===== config.mk =====
export PLATFORM = sky130hd
export DESIGN_NAME = mmap_target
export DESIGN_NICKNAME = d
export VERILOG_FILES = /design/src/rtl/mmap_target_pkg.sv /design/src/rtl/mmap_cmd_slot.sv /design/src/rtl/mmap_target.sv
export SDC_FILE = /design/constraint.sdc
export NUM_CORES = 1
export LEC_CHECK = 0
export ABC_AREA = 1
export BUFFER_PORTS_ARGS = -buffer_cell sky130_fd_sc_hd__buf_2
export CORE_AREA = 3 3 276 278
export DETAILED_ROUTE_END_ITERATION = 7
export DIE_AREA = 0 0 279 281
export HOLD_SLACK_MARGIN = 0.03
export MAX_ROUTING_LAYER = met4
export PLACE_DENSITY = 0.72
export SKIP_CTS_REPAIR_TIMING = 1
export SLEW_MARGIN = 20
export SYNTH_ARGS = -nofsm -noshare
export SYNTH_HDL_FRONTEND = slang
export SYNTH_HIERARCHICAL = 1
export SYNTH_SLANG_ARGS = --single-unit

===== constraint.sdc =====
create_clock -name clk -period 2.2 [get_ports clk]
set_input_delay 0.22 -clock clk [delete_from_list [all_inputs] [get_ports clk]]
set_output_delay 0.22 -clock clk [all_outputs]
set_load 0.005 [all_outputs]

===== src/rtl/mmap_target_pkg.sv =====
// Shared constants and types for the memory-map command target.
package mmap_target_pkg;

  localparam int REG_ID        = 0;
  localparam int REG_STATUS    = 1;

  localparam int STAT_BUSY     = 0;
  localparam int STAT_TIMEOUT  = 1;
  localparam int STAT_OVERFLOW = 2;
  localparam int STAT_UNMAPPED = 3;

  localparam logic [5:0]  CMD_REG   = 6'd0;
  localparam logic [5:0]  CMD_MEM   = 6'd1;
  localparam logic [31:0] DEAD_WORD = 32'hDEADBEEF;

  typedef enum logic [1:0] {
    ST_IDLE,
    ST_MEM_WAIT,
    ST_RESPOND
  } state_t;

  typedef struct packed {
    logic [5:0]  cmd;
    logic        write;
    logic [31:0] addr;
    logic [31:0] data;
  } cmd_t;

  function automatic logic [31:0] status_word(input logic busy, input logic [3:1] flags);
    return {28'd0, flags, busy};
  endfunction

endpackage


===== src/rtl/mmap_cmd_slot.sv =====
// Single-entry holding buffer for a command that arrives while the target is busy.
module mmap_cmd_slot
  import mmap_target_pkg::*;
(
  input  logic clk,
  input  logic rst_n,
  input  logic push,
  input  logic pop,
  input  cmd_t din,
  output cmd_t dout,
  output logic full,
  output logic overflow
);

  cmd_t data_reg;
  logic full_reg;

  // A pop and push in the same cycle refills the entry with the new command.
  always_ff @(posedge clk or negedge rst_n) begin
    if (!rst_n) begin
      data_reg <= '0;
      full_reg <= 1'b0;
    end else if (push && (!full_reg || pop)) begin
      data_reg <= din;
      full_reg <= 1'b1;
    end else if (pop) begin
      full_reg <= 1'b0;
    end
  end

  assign dout     = data_reg;
  assign full     = full_reg;
  assign overflow = push && full_reg && !pop;

endmodule


===== src/rtl/mmap_target.sv =====
// Decodes protocol-engine commands onto a local register bank or a req/ack memory
// port; one command is buffered while busy and commands complete in arrival order.
module mmap_target
  import mmap_target_pkg::*;
#(
  parameter int          NUM_REGS    = 16,
  parameter int          MEM_AW      = 18,
  parameter int          MEM_TIMEOUT = 1023,
  parameter logic [31:0] ID_WORD     = 32'h52435354
) (
  input  logic                     clk,
  input  logic                     rst_n,
  input  logic                     m_new_cmd,
  input  logic                     m_write,
  input  logic [5:0]               m_cmd,
  input  logic [31:0]              m_address,
  input  logic [31:0]              m_data,
  output logic [31:0]              s_data,
  output logic                     s_drdy,
  output logic                     mem_req,
  output logic                     mem_we,
  output logic [MEM_AW-1:0]        mem_addr,
  output logic [31:0]              mem_wdata,
  input  logic [31:0]              mem_rdata,
  input  logic                     mem_ack,
  output logic [32*NUM_REGS-1:0]   cfg,
  output logic [NUM_REGS-1:0]      cfg_wr
);

  localparam int CNT_W = $clog2(MEM_TIMEOUT + 1);

  state_t              state_reg;
  logic                mem_req_reg, mem_we_reg, s_drdy_reg;
  logic [MEM_AW-1:0]   mem_addr_reg;
  logic [31:0]         mem_wdata_reg, resp_reg, s_data_reg;
  logic [CNT_W-1:0]    wait_cnt_reg;
  logic [NUM_REGS-1:0] cfg_wr_reg, cfg_wr_next, wr_hit;
  logic [3:1]          flags_reg, flags_next, flags_clr;

  cmd_t        incoming, cur, slot_dout;
  logic        slot_full, slot_overflow, push, pop;
  logic        idle, take, is_reg, is_mem, reg_write, timeout_hit, busy;
  logic [3:0]  reg_idx;
  logic [31:0] reg_rdata;
  logic [31:0] cfg_word [NUM_REGS];
  logic        unused_addr_bits;

  assign incoming = {m_cmd, m_write, m_address, m_data};
  assign idle     = (state_reg == ST_IDLE);
  // The buffered command always goes first so completion order matches arrival order.
  assign take     = idle && (slot_full || m_new_cmd);
  assign cur      = slot_full ? slot_dout : incoming;
  assign push     = m_new_cmd && !(idle && !slot_full);
  assign pop      = idle && slot_full;
  assign busy     = !idle || slot_full;

  assign is_reg    = (cur.cmd == CMD_REG);
  assign is_mem    = (cur.cmd == CMD_MEM);
  assign reg_idx   = cur.addr[3:0];
  assign reg_write = take && is_reg && cur.write;
  assign unused_addr_bits = ^cur.addr;

  assign timeout_hit = (state_reg == ST_MEM_WAIT) && !mem_ack &&
                       (wait_cnt_reg == CNT_W'(MEM_TIMEOUT - 1));

  mmap_cmd_slot u_slot (
    .clk      (clk),
    .rst_n    (rst_n),
    .push     (push),
    .pop      (pop),
    .din      (incoming),
    .dout     (slot_dout),
    .full     (slot_full),
    .overflow (slot_overflow)
  );

  genvar gi;
  generate
    for (gi = 0; gi < NUM_REGS; gi++) begin : g_reg
      assign wr_hit[gi] = reg_write && (reg_idx == 4'(gi));
      if (gi == REG_ID) begin : g_id
        assign cfg_word[gi] = ID_WORD;
      end else if (gi == REG_STATUS) begin : g_status
        assign cfg_word[gi] = status_word(busy, flags_reg);
      end else begin : g_rw
        logic [31:0] data_reg;
        always_ff @(posedge clk or negedge rst_n) begin
          if (!rst_n)
            data_reg <= '0;
          else if (wr_hit[gi])
            data_reg <= cur.data;
        end
        assign cfg_word[gi] = data_reg;
      end
      assign cfg[32*gi +: 32] = cfg_word[gi];
    end
  endgenerate

  assign cfg_wr_next = wr_hit & ~(NUM_REGS'(1) << REG_ID);

  // Clear first, then set: a flag event in the clearing cycle still lands.
  always_comb begin
    reg_rdata = '0;
    for (int i = 0; i < NUM_REGS; i++)
      if (reg_idx == 4'(i))
        reg_rdata = cfg_word[i];
    flags_clr = '0;
    if (reg_write && reg_idx == 4'(REG_STATUS))
      flags_clr = cur.data[STAT_UNMAPPED:STAT_TIMEOUT];
    flags_next = flags_reg & ~flags_clr;
    if (timeout_hit)
      flags_next[STAT_TIMEOUT] = 1'b1;
    if (slot_overflow)
      flags_next[STAT_OVERFLOW] = 1'b1;
    if (take && !is_reg && !is_mem)
      flags_next[STAT_UNMAPPED] = 1'b1;
  end

  always_ff @(posedge clk or negedge rst_n) begin
    if (!rst_n) begin
      state_reg     <= ST_IDLE;
      mem_req_reg   <= 1'b0;
      mem_we_reg    <= 1'b0;
      mem_addr_reg  <= '0;
      mem_wdata_reg <= '0;
      wait_cnt_reg  <= '0;
      resp_reg      <= '0;
      s_data_reg    <= '0;
      s_drdy_reg    <= 1'b0;
      cfg_wr_reg    <= '0;
      flags_reg     <= '0;
    end else begin
      s_drdy_reg <= 1'b0;
      cfg_wr_reg <= cfg_wr_next;
      flags_reg  <= flags_next;
      case (state_reg)
        ST_IDLE: begin
          if (take) begin
            if (is_mem) begin
              mem_req_reg   <= 1'b1;
              mem_we_reg    <= cur.write;
              mem_addr_reg  <= cur.addr[MEM_AW-1:0];
              mem_wdata_reg <= cur.data;
              wait_cnt_reg  <= '0;
              state_reg     <= ST_MEM_WAIT;
            end else if (!cur.write) begin
              resp_reg  <= is_reg ? reg_rdata : DEAD_WORD;
              state_reg <= ST_RESPOND;
            end
          end
        end
        ST_MEM_WAIT: begin
          if (mem_ack) begin
            mem_req_reg <= 1'b0;
            resp_reg    <= mem_rdata;
            state_reg   <= mem_we_reg ? ST_IDLE : ST_RESPOND;
          end else if (timeout_hit) begin
            mem_req_reg <= 1'b0;
            resp_reg    <= DEAD_WORD;
            state_reg   <= mem_we_reg ? ST_IDLE : ST_RESPOND;
          end else begin
            wait_cnt_reg <= wait_cnt_reg + 1'b1;
          end
        end
        ST_RESPOND: begin
          s_drdy_reg <= 1'b1;
          s_data_reg <= resp_reg;
          state_reg  <= ST_IDLE;
        end
        default: state_reg <= ST_IDLE;
      endcase
    end
  end

  assign s_data    = s_data_reg;
  assign s_drdy    = s_drdy_reg;
  assign mem_req   = mem_req_reg;
  assign mem_we    = mem_we_reg;
  assign mem_addr  = mem_addr_reg;
  assign mem_wdata = mem_wdata_reg;
  assign cfg_wr    = cfg_wr_reg;

endmodule


---- Word-level counts from Yosys, hierarchy flattened ----
Index checks and enable logic that the tools add are counted.
Widths: inputs -> output; s select.
word-level totals
  flip-flop bits (word level) ............. 667
  input bits .............................. 107
  word-level logic and storage cells ...... 156
cells by class
  $add $sub $neg .......................... 1
  equal/unequal tests ..................... 27
  muxes and demuxes ....................... 48
  bitwise operators ....................... 2
  reductions and logical operators ........ 48
operators by type and width
  cell                   count
  $mux 32                21
  $mux 71                1
  $pmux 32 s2            1
  $mux 10                4
  $eq 4x4->1 const B     8
  $mux 31                1
  $logic_and 1x1->1      28
  $pmux 10 s2            1
  $eq 4x3->1 const B     4
  $mux 2                 6
  $add 10x1->10 const B  1
  $eq 10x10->1 const B   1
  $mux 1                 10
  $reduce_and 5->1       2
  $eq 4x2->1 const B     2
  $ne 2x2->1 const B     4
  $logic_not 1->1        7
  $eq 6x1->1 const B     1
  $logic_not 6->1        1
  $reduce_and 3->1       2
  $eq 4x1->1 const B     1
  $logic_not 4->1        1
  $ne 2x1->1 const B     2
  $pmux 2 s2             1
  other kinds (12)       15

---- Depth between registers and ports, before layout ----
Gate-level depths: netlist of the first run.
  word-level depth ........................ 23
  gate-level depth with buffers ........... 19

---- Hierarchy ----
The synthesis of the first run kept the hierarchy.
by module, submodules not included
  module         instances  cells each  area an instance (µm²)  sequential area each (µm²)
  mmap_target    1          3147        26626.8                 14889.3
  mmap_cmd_slot  1          314         3085.5                  1801.7

---- Worst setup path before layout of the first run ----
OpenSTA, ideal clock, no wires.
  kind .................................... reg-to-reg
  from .................................... register u_slot.full_reg, in the netlist u_slot/full
  to ...................................... register resp_reg[1]
  library setup time ...................... 116 ps
  data arrival time ....................... 1956 ps
  path slack .............................. 128 ps
  stages on the path, launching flop included .. 16
  path buffers ............................ 4
  period minus slack after synthesis ...... 2072 ps
  path through ............................ dfrtp_1 -> buf_6 -> buf_6 -> nand2_1 -> o21ai_4 -> nor2_1 -> inv_2 -> buf_6 -> nor2_8 -> inv_2 -> buf_2 -> or2_2 -> nand2_1 -> nand3_1 -> nand2_1 -> nand2_1
between the ends
  longest elaborated chain between the ends .. 22
RTL lines
  element                 RTL line             text
  from (decl)             mmap_cmd_slot.sv:16  logic full_reg;
  from (signal assigned)  mmap_cmd_slot.sv:22  full_reg <= 1'b0;
  from (signal assigned)  mmap_cmd_slot.sv:25  full_reg <= 1'b1;
  from (signal assigned)  mmap_cmd_slot.sv:27  full_reg <= 1'b0;
  $mux 71                 mmap_target.sv:52    assign cur = slot_full ? slot_dout : incoming;
  $eq 4x1->1              mmap_target.sv:105   if (reg_idx == 4'(i))
  $mux 32 (15 in a row)   mmap_target.sv:105
  $mux 32                 mmap_target.sv:147   resp_reg <= is_reg ? reg_rdata : DEAD_WORD;
  $mux 32                 mmap_target.sv:146   end else if (!cur.write) begin
  $mux 32                 mmap_target.sv:139   if (is_mem) begin
  $mux 32                 mmap_target.sv:138   if (take) begin
  $pmux 32 s2             mmap_target.sv:136   case (state_reg)
  to (signal assigned)    mmap_target.sv:147
  to (signal assigned)    mmap_target.sv:155   resp_reg <= mem_rdata;
  to (decl)               mmap_target.sv:35    logic [31:0] mem_wdata_reg, resp_reg, s_data_reg;
Several ways; a longest one is shown, not always the timed one. The select of a mux whose other input is x is not followed.
A chain may end at the register's enable or synchronous reset.

---- Worst setup path after layout of the first run ----
  from .................................... register u_slot.full_reg, in the netlist u_slot/full
  to ...................................... register resp_reg[19]
Same word-level chain as after synthesis.

==> flow_summary.yaml, run 1 <==
outcome:
  status: "finished with violations"
  violations: "hold timing, setup timing"
detailed_routing:
  drc: 0
  wl_per_cell_um: 23.7
  detail_route.iter0.violations: 2892
  vias: 28300
  firstDrtPassIters: 6
  via_per_inst: 5.31
  finalWirelength_um: 127000
  detail-route-antenna-nets: 0
floorplan:
  rows: 100
  die_h_um: 281
  fp.dieArea_sq_um: 78400
  pin_count: 720
  initial_utilization: 0.393
  core-area_sq_um: 74200
  die_w_um: 279
critical_path:
  cp_data_required_time_ns: 2.69
  cp_max_fo: 7
  end_kind: "register"
  arrival_ns: 3.20
  cp-start-kind: "register"
  path_class: "register to register"
sta:
  max_freq_mhz: 369
  fin_skew_ns: 0.0263
  relSlewSlack: 0.529
  worst_slack_ns: -0.512
  final_max_slew_viol_count: 0
  rsz0062_at_grt: "true"
  finalHoldViolCount: 1
  setup_viol: 536
  tightest_slew_ns: 0.706
  holdWs_ns: -0.0135
  fin_setup_tns_ns: -137.94
  fin_crit_sh: 1.23
  period_minus_slack_ns: 2.71
hold_path:
  min-delay-path-class: "primary input to register"
global_route:
  grt.total_usage: 0.320
  grt_pass1_wl_um: 179000
  antenna_found_initial: 4
  grt_pass1_vias: 26400
  grt_max_degree: 81
  grt_overflow: 0
clock_network:
  cts_root_buffer: "clkbuf_16"
  cts.path.max_buffers: 3
  clkLatencyLatePin_ns: 0.62
  cts_max_level: 3
  cts_buffers: 76
  cts_tree: "done"
  clk_pin_slew_ns: 0.06
  clock_sinks: 653
synthesis:
  synthCells: 3403
  synth_area_sq_um: 29200
  syn_avg_cell_area_sq_um: 8.57
  ys_warn_count: 6
power_and_ir_drop:
  p_per_area_nw_per_um2: 1250
  p_leak_nw: 20.4
  ir_drop_uv: 740
  finalPower_mw: 50.0
finish:
  drive_gt1_frac: 0.309
  fill_cells: 6660
  fin_nets: 4408
  layout_commonest_cell: "nand2_1"
  final_cell_area_sq_um: 39900
  mostFrequentLayoutCells: "nand2_1, dfrtp_1, buf_2"
  largest_reg_flops: 448
  area_growth_pct: 36.9
place:
  placed_cell_area_sq_um: 35600
  dp_hpwl_um: 96000
  numPortBuffers: 644
  gp_routability_congestion: 1.00
job:
  cap_viol_max_count: 0
final cells by class:
class / instances / area [sq um] / share of cell area
Sequential cell: 653 / 16300 / 0.409
Clock buffer: 100 / 2140 / 0.0537
Antenna cell: 6 / 15.0 / 0.000376
Tap cell: 969 / 1210 / 0.0304
Inverter: 147 / 582 / 0.0146
Clock inverter: 36 / 398 / 0.00996
Timing Repair Buffer: 1038 / 7640 / 0.191
Multi-Input combinational cell: 2383 / 11600 / 0.290
power breakdown:
| part | total (mW) | leakage, nW | internal [mW] | switching [mW] |
|---|---|---|---|---|
| registers | 16.5 | 8.82 | 14.5 | 1.99 |
| clock network | 12.9 | 1.24 | 7.61 | 5.26 |
| logic | 20.6 | 10.3 | 7.90 | 12.7 |
metal layers:
metal,up-vias,track usage,wire length (um)
li1,12700,-,-
met2,1709,0.482,57000
met3,334,0.0706,12300
met4,0,0.156,7050
met1,13600,0.412,50200
met5,-,-,0
final timing paths:
path | depth (start not counted) | startpoint | endpoint | slack (ns)
worst max-delay path | 18 | u_slot/full | resp_reg[19] | -0.51
worst min-delay path | 5 | mem_rdata[3] | resp_reg[3] | -0.01
worst max register to register | 18 | u_slot/full | resp_reg[19] | -0.51
worst min register to register | 2 | s_data[6] | s_data[6] | 0.47
max in group asynchronous | 3 | rst_n | resp_reg[0] | 1.14
min in group asynchronous | 2 | rst_n | g_reg[4].g_rw.data_reg[22] | 0.12
through the flow:
stage               std cells  hold slack (ns)   util  setup slack (ns)
global route             5329           0.0258  0.538            -0.602
CTS                      5217           -0.504  0.514            -0.583
finish                   5332          -0.0135  0.538            -0.512
detailed placement       5081            0.145  0.480            -0.579
floorplan                3462          -0.0756      -             0.128
global placement         5081            0.143  0.480            -0.514
critical path, stage by stage (launching register included):
cell and delay [ns]:
dfrtp_4 0.49, buf_12 0.16, nand2_4 0.06, o21ai_4 0.09, nand2_4 0.10, buf_6 0.14
nor2_4 0.08, buf_6 0.13, nand2_2 0.05, nand2_2 0.06, nor2_4 0.14, nand4_1 0.12
nor2_1 0.11, buf_4 0.14, nand4_1 0.16, nor2_2 0.23, nand4_1 0.14, nand2_1 0.12
nand2_1 0.06
Note: power is estimated with default switching activity, not from simulation.
==> run 2: changes to the inputs <==
SKIP_LAST_GASP = 1   (was default)
==> flow_summary.yaml, run 2 (synthesis results as in run 1) <==
finish:
  final_cell_area_sq_um: 39900
  fin_nets: 4408
  area_growth_pct: 36.8
  fill_cells: 6665
  layout_commonest_cell: "nand2_1"
  mostFrequentLayoutCells: "nand2_1, dfrtp_1, buf_2"
  largest_reg_flops: 448
  drive_gt1_frac: 0.306
clock_network:
  cts.path.max_buffers: 3
  clk_pin_slew_ns: 0.06
  cts_tree: "done"
  cts_max_level: 3
  cts_root_buffer: "clkbuf_16"
  clkLatencyLatePin_ns: 0.62
  cts_buffers: 76
  clock_sinks: 653
floorplan:
  core-area_sq_um: 74200
  fp.dieArea_sq_um: 78400
  rows: 100
  die_w_um: 279
  pin_count: 720
  initial_utilization: 0.393
  die_h_um: 281
detailed_routing:
  firstDrtPassIters: 6
  drc: 0
  detail_route.iter0.violations: 2906
  via_per_inst: 5.30
  detail-route-antenna-nets: 0
  finalWirelength_um: 127000
  wl_per_cell_um: 23.7
  vias: 28300
sta:
  rsz0062_at_grt: "true"
  setup_viol: 531
  tightest_slew_ns: 0.714
  period_minus_slack_ns: 2.72
  fin_crit_sh: 1.24
  worst_slack_ns: -0.520
  fin_skew_ns: 0.0280
  holdWs_ns: -0.0137
  max_freq_mhz: 368
  finalHoldViolCount: 1
  final_max_slew_viol_count: 0
  relSlewSlack: 0.524
  fin_setup_tns_ns: -138.44
place:
  gp_routability_congestion: 1.00
  placed_cell_area_sq_um: 35600
  pre_cts_slack_ns: -0.579
  numPortBuffers: 644
  dp_hpwl_um: 96000
power_and_ir_drop:
  power.clock.fraction: 0.258
  ir_drop_uv: 738
  switching_share: 0.398
  p_int_mw: 30.0
  seqPwrFrac: 0.331
  p_leak_nw: 20.4
  p_comb_frac: 0.411
  netSwitchingPower_mw: 19.9
  p_per_area_nw_per_um2: 1250
critical_path:
  crit_slowest_cell: "dfrtp_4"
  cp_max_fo: 7
  arrival_ns: 3.21
  critical_path.top_delay_family: "simple AND/OR/NAND/NOR gates"
  path_class: "register to register"
  cp_data_required_time_ns: 2.69
  crit_top_cell: "nand4_1"
  cpPeakStageDelay_ns: 0.49
  cp-start-kind: "register"
  worstPathCellList: "buf_12 -> nand2_4 -> o21ai_4 -> nand2_4 -> buf_6 -> nor2_4 -> buf_6 -> nand2_2 -> nand2_2 -> nor2_4 -> nand4_1 -> nor2_1 -> buf_4 -> nand4_1 -> nor2_2 -> nand4_1 -> nand2_1 -> nand2_1"
  end_kind: "register"
  critPathBufInv: 4
global_route:
  grt_pass1_vias: 26400
  grt.total_usage: 0.320
  grt_overflow: 0
  grt_pass1_wl_um: 179000
  antenna_found_initial: 4
  grt_max_degree: 81
outcome:
  status: "finished with violations"
  violations: "hold timing, setup timing"
job:
  cap_viol_max_count: 0
hold_path:
  min-delay-path-class: "primary input to register"
## run 2: cell types whose count changed in the layout (fill, tap and decap cells not counted), moves of 2 or more
cell,change
buf_6,-2
nor2_1,+8
nand2_1,+2
o21ai_0,+8
nor2_2,-7
buf_4,+2
o21ai_1,-8
## run 2: metal layers
layer	global-route usage	vias up	part of all wire
met5	-	-	0
met4	0.156	0	0.055
met3	0.0706	334	0.094
met2	0.482	1662	0.45
met1	0.412	13600	0.40
li1	-	12700	-
## run 2: through the flow
| step | hold slack, ns | cells | total power, mW | utilization |
|---|---|---|---|---|
| finish | -0.0137 | 5333 | 49.9 | 0.538 |
| global route | 0.0258 | 5329 | 52.3 | 0.537 |
| CTS | -0.504 | 5217 | 48.6 | 0.514 |
| detailed placement | 0.145 | 5081 | 35.7 | 0.480 |
| global placement | 0.143 | 5081 | 35.4 | 0.480 |
| floorplan | -0.0756 | 3462 | 24.9 | - |
## run 2: path summary, 6_finish.rpt
kind                                end    startpoint  cells past startpoint  slack (ns)
hold reg to reg               s_data[1]     s_data[1]                      2        0.46
max in group asynchronous   resp_reg[0]         rst_n                      3        1.14
min in group asynchronous     cfg_wr[3]         rst_n                      2        0.12
setup / recovery           resp_reg[19]   u_slot/full                     18       -0.52
setup reg to reg           resp_reg[19]   u_slot/full                     18       -0.52
hold / removal              resp_reg[3]  mem_rdata[3]                      5       -0.01
## run 2: power by group through the flow
stage	combinational (mW)	clock (mW)	sequential (mW)
6_report	20.5	12.9	16.5
2_1_floorplan	8.75	0	16.2
3_3_place_gp	18.8	0	16.6
5_1_grt	22.0	13.6	16.7
4_1_cts	19.1	13.0	16.4
3_5_place_dp	19.0	0	16.6
## run 2: tightest hold or removal path, delay by kind of cell
family	cells	cell delay, ns
and+or+nand+nor	4	0.26
buffers and inverters	1	0.08
## run 2: cell type report
class	count	area [sq um]	area share
Sequential cell	653	16300	0.410
Multi-Input combinational cell	2383	11500	0.290
Timing Repair Buffer	1038	7640	0.191
Clock buffer	100	2140	0.0538
Tap cell	969	1210	0.0304
Inverter	147	582	0.0146
Clock inverter	36	398	0.00998
Antenna cell	7	17.5	0.000439
